$ cat src/rtl/parity_tx_pkg.sv
// Shared types and constants for the parity serial transmitter.
package parity_tx_pkg;

  typedef enum logic [2:0] {
    IDLE,
    START,
    DATA,
    PARITY,
    STOP
  } state_e;

  localparam int         FRAME_BITS = 7;
  localparam logic [6:0] SEG_E      = 7'b0000110;
  localparam logic [6:0] SEG_O      = 7'b1000000;
  localparam logic [6:0] SEG_BLANK  = 7'b1111111;

endpackage

$ cat src/rtl/parity_tx_bit_timer.sv
// Bit-period counter: bit_done_o pulses on the last cycle of each CLKS_PER_BIT period.
// Zero latency (combinational pulse off the count); holds at 0 while not running or on restart.
module parity_tx_bit_timer #(
  parameter int CLKS_PER_BIT = 8
) (
  input  logic clk,
  input  logic rst_n,
  input  logic start_i,
  input  logic run_i,
  output logic bit_done_o
);

  localparam int                CNT_W = $clog2(CLKS_PER_BIT);
  localparam logic [CNT_W-1:0] LAST  = CNT_W'(CLKS_PER_BIT - 1);

  logic [CNT_W-1:0] cnt_q, cnt_d;

  assign bit_done_o = run_i && (cnt_q == LAST);

  always_comb begin
    cnt_d = cnt_q;
    if (start_i || !run_i) begin
      cnt_d = '0;
    end else if (bit_done_o) begin
      cnt_d = '0;
    end else begin
      cnt_d = cnt_q + CNT_W'(1);
    end
  end

  always_ff @(posedge clk or negedge rst_n) begin
    if (!rst_n) cnt_q <= '0;
    else        cnt_q <= cnt_d;
  end

endmodule

$ cat src/rtl/parity_tx.sv
// Nibble serialiser: start, 4 data bits LSB first, parity, stop; each bit CLKS_PER_BIT cycles.
// Start bit appears the cycle after acceptance; ready_out only in IDLE, valid_in while busy is dropped.
// Optional PARITY_TX_SEG_EN adds a 7-segment E/O parity indicator on hex.
module parity_tx
  import parity_tx_pkg::*;
#(
  parameter int CLKS_PER_BIT = 8,
  parameter int ODD_PARITY   = 0
) (
  input  logic       clk,
  input  logic       rst_n,
  input  logic [3:0] data_in,
  input  logic       valid_in,
  output logic       ready_out,
  output logic       tx,
  output logic       busy
`ifdef PARITY_TX_SEG_EN
  ,
  output logic [6:0] hex
`endif
);

  state_e     state_q, state_d;
  logic [3:0] data_q, data_d;
  logic [1:0] idx_q, idx_d;
  logic       accept;
  logic       bit_done;
  logic       parity_bit;

  assign ready_out  = (state_q == IDLE);
  assign busy       = !ready_out;
  assign accept     = valid_in && ready_out;
  assign parity_bit = (^data_q) ^ (ODD_PARITY != 0);

  parity_tx_bit_timer #(
    .CLKS_PER_BIT(CLKS_PER_BIT)
  ) u_bit_timer (
    .clk       (clk),
    .rst_n     (rst_n),
    .start_i   (accept),
    .run_i     (busy),
    .bit_done_o(bit_done)
  );

  always_comb begin
    state_d = state_q;
    data_d  = data_q;
    idx_d   = idx_q;
    case (state_q)
      IDLE: begin
        if (accept) begin
          state_d = START;
          data_d  = data_in;
          idx_d   = 2'd0;
        end
      end
      START:  if (bit_done) state_d = DATA;
      DATA: begin
        if (bit_done) begin
          idx_d = idx_q + 2'd1;
          if (idx_q == 2'd3) state_d = PARITY;
        end
      end
      PARITY: if (bit_done) state_d = STOP;
      STOP:   if (bit_done) state_d = IDLE;
      default: state_d = IDLE;
    endcase
  end

  always_comb begin
    tx = 1'b1;
    case (state_q)
      START:   tx = 1'b0;
      DATA:    tx = data_q[idx_q];
      PARITY:  tx = parity_bit;
      default: tx = 1'b1;
    endcase
  end

  always_ff @(posedge clk or negedge rst_n) begin
    if (!rst_n) begin
      state_q <= IDLE;
      data_q  <= 4'd0;
      idx_q   <= 2'd0;
    end else begin
      state_q <= state_d;
      data_q  <= data_d;
      idx_q   <= idx_d;
    end
  end

`ifdef PARITY_TX_SEG_EN
  logic [6:0] hex_q;

  // Indicator reflects the nibble as accepted, independent of ODD_PARITY.
  always_ff @(posedge clk or negedge rst_n) begin
    if (!rst_n) begin
      hex_q <= SEG_BLANK;
    end else if (accept) begin
      hex_q <= (^data_in) ? SEG_O : SEG_E;
    end
  end

  assign hex = hex_q;
`endif

endmodule

$ cat config.mk
export PLATFORM = sky130hd
export DESIGN_NAME = parity_tx
export DESIGN_NICKNAME = d
export VERILOG_FILES = /design/src/rtl/parity_tx_pkg.sv /design/src/rtl/parity_tx_bit_timer.sv /design/src/rtl/parity_tx.sv
export SDC_FILE = /design/constraint.sdc
export NUM_CORES = 1
export LEC_CHECK = 0
export BUFFER_PORTS_ARGS = -buffer_cell sky130_fd_sc_hd__buf_4
export CAP_MARGIN = 20
export CORE_AREA = 5 5 42 44
export CTS_CLUSTER_SIZE = 24
export DETAILED_ROUTE_END_ITERATION = 12
export DIE_AREA = 0 0 47 49
export HOLD_SLACK_MARGIN = 0.15
export PLACE_DENSITY = 0.7
export SKIP_LAST_GASP = 1
export SLEW_MARGIN = 40
export SYNTH_ARGS = -nofsm -noshare
export SYNTH_HDL_FRONTEND = slang
export SYNTH_SLANG_ARGS = --single-unit
$ cat constraint.sdc
create_clock -name clk -period 2.3 [get_ports clk]
set_clock_uncertainty 0.05 [all_clocks]
set_input_delay 0 -clock clk [delete_from_list [all_inputs] [get_ports clk]]
set_output_delay 0 -clock clk [all_outputs]
set_load 0.005 [all_outputs]
; Word level (Yosys, flattened, before mapping)
; Index checks and enable logic that the tools add are counted.
; W data, S select, Z words.
[totals]
in_bits = 7
register_bits = 12
word_cells = 44
output_inout_bits = 3
[op_classes]
n_reduce_logical = 10
n_mux = 15
addsub = 2
n_lt_le_gt_ge = 1
eq_ne = 12
[ops]
columns = op, n
row1 = $mux W3, 8
row2 = $pmux W3 S5, 1
row3 = $ne A2 B2 Y1 const B, 5
row4 = $eq A3 B2 Y1 const B, 2
row5 = $eq A3 B3 Y1 const B, 2
row6 = $reduce_and A6 Y1, 1
row7 = $mux W2, 2
row8 = $pmux W2 S2, 1
row9 = $reduce_xor A4 Y1, 1
row10 = $add A3 B1 Y3 const B, 1
row11 = $eq A3 B1 Y1 const B, 1
row12 = $logic_not A3 Y1, 1
row13 = $lt A2 B3 Y1 const B, 1
row14 = $pmux W1 S3, 1
row15 = $reduce_and A3 Y1, 1
row16 = $add A2 B1 Y2 const B, 1
row17 = $bmux W1 S2, 1
row18 = $eq A2 B2 Y1 const B, 1
row19 = $logic_and A1 B1 Y1, 2
row20 = $ne A2 B1 Y1 const B, 1
row21 = $reduce_and A2 Y1, 1
row22 = $reduce_bool A2 Y1, 1
row23 = $logic_not A1 Y1, 1
row24 = $logic_or A1 B1 Y1, 1
row25 = $mux W1, 1

; Logic depth before layout (Yosys ltp)
; Gate-level depths: netlist of run 1.
[logic_depth]
depth_word = 5
ltp_mapped = 6
ltp_nobuf = 5

; Modules after synthesis
; Synthesis of run 1 repeated with hierarchy kept, for this count alone.
[unflattened]
hier_cells = 57
hier_area_um2 = 679.4
[by_module_without_submodules]
columns = module, cells_each, seq_area_each_um2, instances, area_per_inst_um2
row1 = parity_tx, 48, 225.2, 1, 536.8
row2 = parity_tx_bit_timer, 9, 75.1, 1, 142.6

; Worst setup path before layout of run 1
; Ideal clock, no wire load.
[synth_path]
kind = register to register
startpoint = register state_q[0]
endpoint = register data_q[0]
t_arrival_ns = 1.424
path_stages_with_launch = 5
slack_ns = 0.701
setup_time_ns = 0.125
cell_sequence = dfrtp_1 buf_6 or4b_4 buf_6 mux2_4
[synth_between]
elab_chain_len = 3
[synth_lines]
columns = item, line
row1 = start: declaration, parity_tx.sv:23  ; state_e state_q, state_d;
row2 = start signal: assignment, parity_tx.sv:86  ; state_q <= state_d;
row3 = $logic_not A3 Y1 *, "parity_tx.sv:30, parity_tx.sv:49"
row4 = $logic_and A1 B1 Y1, parity_tx.sv:32  ; assign accept = valid_in && ready_out;
row5 = $reduce_and A2 Y1 (no source line) *, -
row6 = end signal: assignment, parity_tx.sv:87  ; data_q <= data_d;
row7 = end: declaration, parity_tx.sv:24  ; logic [3:0] data_q, data_d;
; Mark *: on every way between the ends. The rest lies on a longest branch, timed or not.
; A chain may end at the register's enable or synchronous reset.

; Worst setup path in the final report of run 1
[layout_path]
startpoint = register state_q[2]
endpoint = output tx
[layout_between]
elab_chain_len = 2
word_cells_on_any_way = 4
[layout_lines]
columns = item, line
row1 = $eq A3 B2 Y1 / $eq A3 B1 Y1 (equally long branches), parity_tx.sv:72  ; case (state_q)
row2 = $pmux W1 S3 *, parity_tx.sv:72
row3 = end: declaration, parity_tx.sv:15  ; output logic tx,
; Marks and branches as above.

==> results of run 1 <==
## routing by layer
layer / vias up / share of wire (%)
met1: 231 / 42
li1: 235 / -
met5: - / 0
met3: 5 / 3.0
met4: 0 / 3.5
met2: 13 / 52
## how the worst min path moves through the flow
| stage | to | cells after the start | slack [ns] | startpoint |
|---|---|---|---|---|
| finish | u_bit_timer.cnt_q[0] | 1 | 0.40 | u_bit_timer.cnt_q[0] |
| global route | u_bit_timer.cnt_q[0] | 1 | 0.44 | u_bit_timer.cnt_q[0] |
| CTS | u_bit_timer.cnt_q[0] | 1 | 0.40 | u_bit_timer.cnt_q[0] |
| detailed placement | state_q[2] | 1 | -0.20 | rst_n |
| global placement | state_q[2] | 1 | -0.20 | rst_n |
| floorplan | data_q[0] | 0 | -0.35 | rst_n |
## power by group
part	total [uW]	switching (uW)	leakage, uW	internal [uW]
Sequential	225	7.55	0.000159	217
Clock	128	66.9	0.0000138	60.7
Combinational	63.8	22.2	0.000206	41.6
Total	416	96.6	0.000379	320
## cell families (layout without fill, tap and decap cells)
| kind of cell | Yosys count | in the layout | share of synthesized area, % |
|---|---|---|---|
| XOR/XNOR | 4 | 4 | 5.415 |
| adder cells (fa/ha/maj) | 3 | 3 | 5.803 |
| flip-flops | 12 | 12 | 46.42 |
| AND/OR/NAND/NOR | 18 | 18 | 16.83 |
| multiplexers | 5 | 5 | 11.03 |
| buffers and inverters | 6 | 23 | 5.802 |
| AO/OA/AOI/OAI | 8 | 8 | 8.705 |
## through the flow
| step | area (um2) | setup WS, ns | utilization [%] | hold slack [ns] | total power, uW |
|---|---|---|---|---|---|
| floorplan | 646.9 | 0.7013 | - | -0.3456 | 263.6 |
| global placement | 715.7 | 0.7588 | 51.07 | -0.2035 | 281.5 |
| detailed placement | 715.7 | 0.7263 | 51.07 | -0.2024 | 283.6 |
| CTS | 808.3 | 0.6860 | 57.68 | 0.4041 | 419.2 |
| global route | 808.3 | 0.5233 | 57.68 | 0.4369 | 433.4 |
| finish | 808.3 | 0.6799 | 57.68 | 0.4021 | 416.4 |
## cells in the mapped netlist (2+ instances only)
master   count
dfrtp_1     12
mux2_4       4
xnor2_1      4
ha_1         3
inv_1        3
nand2_1      3
nand3_1      3
nor2b_1      3
a21oi_1      2
buf_6        2
nor2_1       2
nor3_1       2
nor3b_1      2
## final cells by class
cell class                 count  area [um2]
tap                           16       20.02
clock buffer                   3       22.52
inverter                       3       11.26
multi-input combinational     38       309.0
timing repair buffer          17       145.1
fill                         120       593.1
sequential                    12       300.3
## state kept, by name (all words and copies together), names as in the netlist
name and cells:
data_q 4, idx_q 2, state_q 3, u_bit_timer.cnt_q 3
## critical path: stages, from the launching register on
cell and delay, ns:
dfrtp_1 0.45, nand2b_1 0.22, a2111oi_0 0.32, o32ai_1 0.15, buf_4 0.15
## repair_timing
item                                    CTS  global route
setup buffers                             0             0
hold buffers                              7             0
endpoints found under the setup margin    0             0
endpoints found under the hold margin    18             0
==> results.toml, run 1 <==
[yosys]
ys_seq_area_share_pct = 46.42
synth_ff_type = "dfrtp_1"
synth_area_leaders = "dfrtp_1, mux2_4, ha_1"
syn_area_per_cell_um2 = 11.55
syn_inst = 56
syn-num-nets = 66
synth_cell_types = 24
synth_top_cell_by_area = "dfrtp_1"
syn_area_um2 = 646.9
async_flop_share_pct = 100.0
ys_ff_latch = 12
yosys_warnings = 0
synth_edf_count = 0
synth_top_area_share_pct = 46.42

[clock_tree]
cts-root-buf = "clkbuf_4"
cts-root-to-sink-buffers = 2
cts_sinks = 12
cts-buffers-inserted = 3
clk_latency_ns = 0.27
cts.htree.levels = 1
clk_pin_slew_worst_paths_ns = 0.07
postCtsResizedCells = 0
cts_tree = "built"

[global_route]
use_met2_pct = 19.23
grt_pass1_vias = 494
grt_util_all_layers_pct = 13.08
antenna_found_initial = 0
grt_overflow = 0
groute.layer.met3.usage_pct = 2.214
grt_pass1_wl_um = 2118
busiest_layer = "met2"
grt_max_degree = 13
use_met1_pct = 16.29

[final_layout]
area_delta_synth_final_pct = 24.95
final_cell_mix = "dfrtp_1, buf_4, dlygate4sd3_1"
final_cells = 89
antenna_cells = 0
final_common_cell = "dfrtp_1"
layout-drive-gt1-share_pct = 26.03
final_nets = 85

[sta]
rsz0062_at_grt = "false"
finalMaxSlewViolations = 0
final.min_clock_period_ns = 1.620
setup_viol = 0
period_share_pct = 70.44
worstMarginPinSlew_ns = 0.5430
hold_viol_final = 0
slew_headroom_pct = 63.68
timing.fmax_mhz = 617.2
tns_ns = 0

[status]
status = "completed"

[route]
wl_per_cell_um = 14.03
antenna_left = 0
drc = 0
wl_um = 1249
vias_per_cell = 5.438
drt_iter0_markers = 4
firstDrtPassIters = 4
vias = 484

[setup_path]
r2r_start = "state_q[0]"
cp_max_fo = 8
arrival_ns = 1.57
start_kind = "flip-flop"
r2r_slack_ns = 0.70
path_class = "reg2out"
reg2reg_depth = 2
worstSetupStartpoint = "state_q[2]"
crit_required_ns = 2.25
r2r-end = "data_q[1]"
end_kind = "output port"
endpoint = "tx"

[die]
coreArea_mm2 = 0.001401
rows = 14
die_x_um = 47
fp.dieH_um = 49
fp.dieArea_mm2 = 0.002303
initial_core_util_pct = 46.16
ios = 10

[hold_path]
min-delay-path-class = "reg2reg"

[power_and_ir_drop]
powerDensity_mw_per_mm2 = 515.2
p_leak_uw = 0.0003786
ir_drop_mv = 0.3899

[placement]
numPortBuffers = 9
place.gp.congestion = 0.7860
hpwl_um = 898.3
placed_cells_incl_taps = 79

[job]
cap_violations = 0
Power figures use the tool's default switching activity.
==> run 2, diff against run 1 <==
==> constraint.sdc (replaced) <==
create_clock -name clk -period 1.5 [get_ports clk]
set_clock_uncertainty 0.05 [all_clocks]
set_input_delay 0 -clock clk [delete_from_list [all_inputs] [get_ports clk]]
set_output_delay 0 -clock clk [all_outputs]
set_load 0.005 [all_outputs]
==> results.toml, run 2 (synthesized netlist as in run 1, its figures left out) <==
[clock_tree]
clk_latency_ns = 0.27
cts-root-buf = "clkbuf_4"
cts-buffers-inserted = 3
cts_sinks = 12
clk_pin_slew_worst_paths_ns = 0.07
cts_tree = "built"
cts-root-to-sink-buffers = 2
cts.htree.levels = 1

[route]
drt_iter0_markers = 14
vias = 545
antenna_left = 0
firstDrtPassIters = 4
vias_per_cell = 5.450
wl_per_cell_um = 15.89
wl_um = 1589
drc = 0

[final_layout]
final_nets = 96
antenna_cells = 0
final_cell_mix = "buf_4, dfrtp_1, dlygate4sd3_1"
area_delta_synth_final_pct = 47.00
nFillCells = 101
reg_top3 = "data_q: 4 flops, state_q: 3 flops, u_bit_timer.cnt_q: 3 flops"
regMostFlops = "data_q"
largest_register_ffs = 4
layout-drive-gt1-share_pct = 46.43
final_common_cell = "buf_4"

[die]
fp.dieH_um = 49
ios = 10
fp.dieArea_mm2 = 0.002303
initial_core_util_pct = 46.16
rows = 14
die_x_um = 47
coreArea_mm2 = 0.001401

[power_and_ir_drop]
powerDensity_mw_per_mm2 = 682.4
fin_total_pwr_uw = 648.9
ir_drop_mv = 0.4564
p_leak_uw = 0.0004485

[setup_path]
cp_max_fo = 3
end_kind = "output port"
cp_slowest_stage_delay_ns = 0.42
cp_cell_sequence = "nor2b_1, a2111oi_2, o32ai_2, buf_4"
slowest_stage = "dfrtp_1"
start_kind = "flip-flop"
path_class = "reg2out"
arrival_ns = 1.48
crit_required_ns = 1.45

[global_route]
grt_overflow = 0
antenna_found_initial = 0
grt_pass1_wl_um = 2684
grt_max_degree = 13
grt_pass1_vias = 573
grt_util_all_layers_pct = 16.67

[sta]
worstMarginPinSlew_ns = 0.5729
fin_ws_ns = -0.02641
finalMaxSlewViolations = 0
slew_headroom_pct = 61.68
rsz0062_at_grt = "true"
period_share_pct = 101.8
setup_viol = 3
final.min_clock_period_ns = 1.526
hold_viol_final = 0
timing.fmax_mhz = 655.1

[hold_path]
min-delay-path-class = "reg2reg"

[placement]
place.gp.congestion = 0.7648
dp_slack_ns = 0.03409
numPortBuffers = 9
hpwl_um = 980.6

[job]
cap_violations = 0

[status]
violations = "negative setup slack"
status = "finished with violations"
-- run 2: repair_timing --
action / 4_1_cts / 5_1_grt
buffers inserted: 7 / 0
setup endpoints to repair: 1 / 9
pin swaps: 2 / 2
resized for setup: 10 / 4
hold buffers: 7 / 0
hold endpoints to repair: 18 / 0
-- run 2: routing by layer --
metal / vias to the layer above / track usage (%) / wire length [um]
li1: 256 / - / -
met1: 275 / 20.27 / 642
met2: 9 / 26.24 / 872
met3: 5 / 3.321 / 36
met4: 0 / 9.217 / 38
met5: - / 0 / 0
-- run 2: final cells by class --
type / count / area (um2) / area share, %
Sequential cell: 12 / 301.5 / 31.71
Multi-Input combinational cell: 38 / 356.6 / 37.50
Inverter: 3 / 11.26 / 1.184
Clock buffer: 3 / 22.52 / 2.368
Timing Repair Buffer: 28 / 239.0 / 25.13
Tap cell: 16 / 20.02 / 2.105
-- run 2: worst paths after layout --
path / startpoint / end / slack (ns) / depth (start not counted)
min in group asynchronous: rst_n / state_q[0] / 0.74 / 3
max in group asynchronous: rst_n / idx_q[0] / 0.25 / 3
min: u_bit_timer.cnt_q[0] / u_bit_timer.cnt_q[0] / 0.38 / 1
min reg2reg: u_bit_timer.cnt_q[0] / u_bit_timer.cnt_q[0] / 0.38 / 1
max: data_q[0] / tx / -0.03 / 4
max reg2reg: state_q[2] / data_q[2] / 0 / 2
-- run 2: per-stage QoR --
step,utilization (%),cells,area (um2),setup TNS (ns),hold WS [ns]
6_report,67.86,100,950.9,-0.03217,0.3838
3_5_place_dp,53.21,83,745.7,0,-0.2007
4_1_cts,66.52,100,932.1,-0.06626,0.3903
3_3_place_gp,53.21,83,745.7,0,-0.2034
5_1_grt,67.86,100,950.9,-0.2878,0.4079
2_1_floorplan,-,56,646.9,-0.1988,-0.3456
-- run 2: power breakdown --
group / switching [uW] / internal [uW]
Combinational: 41.6 / 69.7
Sequential: 10.5 / 333
Clock: 101 / 93.0
-- run 2: worst max-delay path, delay by kind of cell, from the launching register on --
family / cells / cell delay, ns
flip-flops: 1 / 0.42
AND/OR/NAND/NOR: 1 / 0.17
AO/OA/AOI/OAI: 2 / 0.47
buffers and inverters: 1 / 0.15
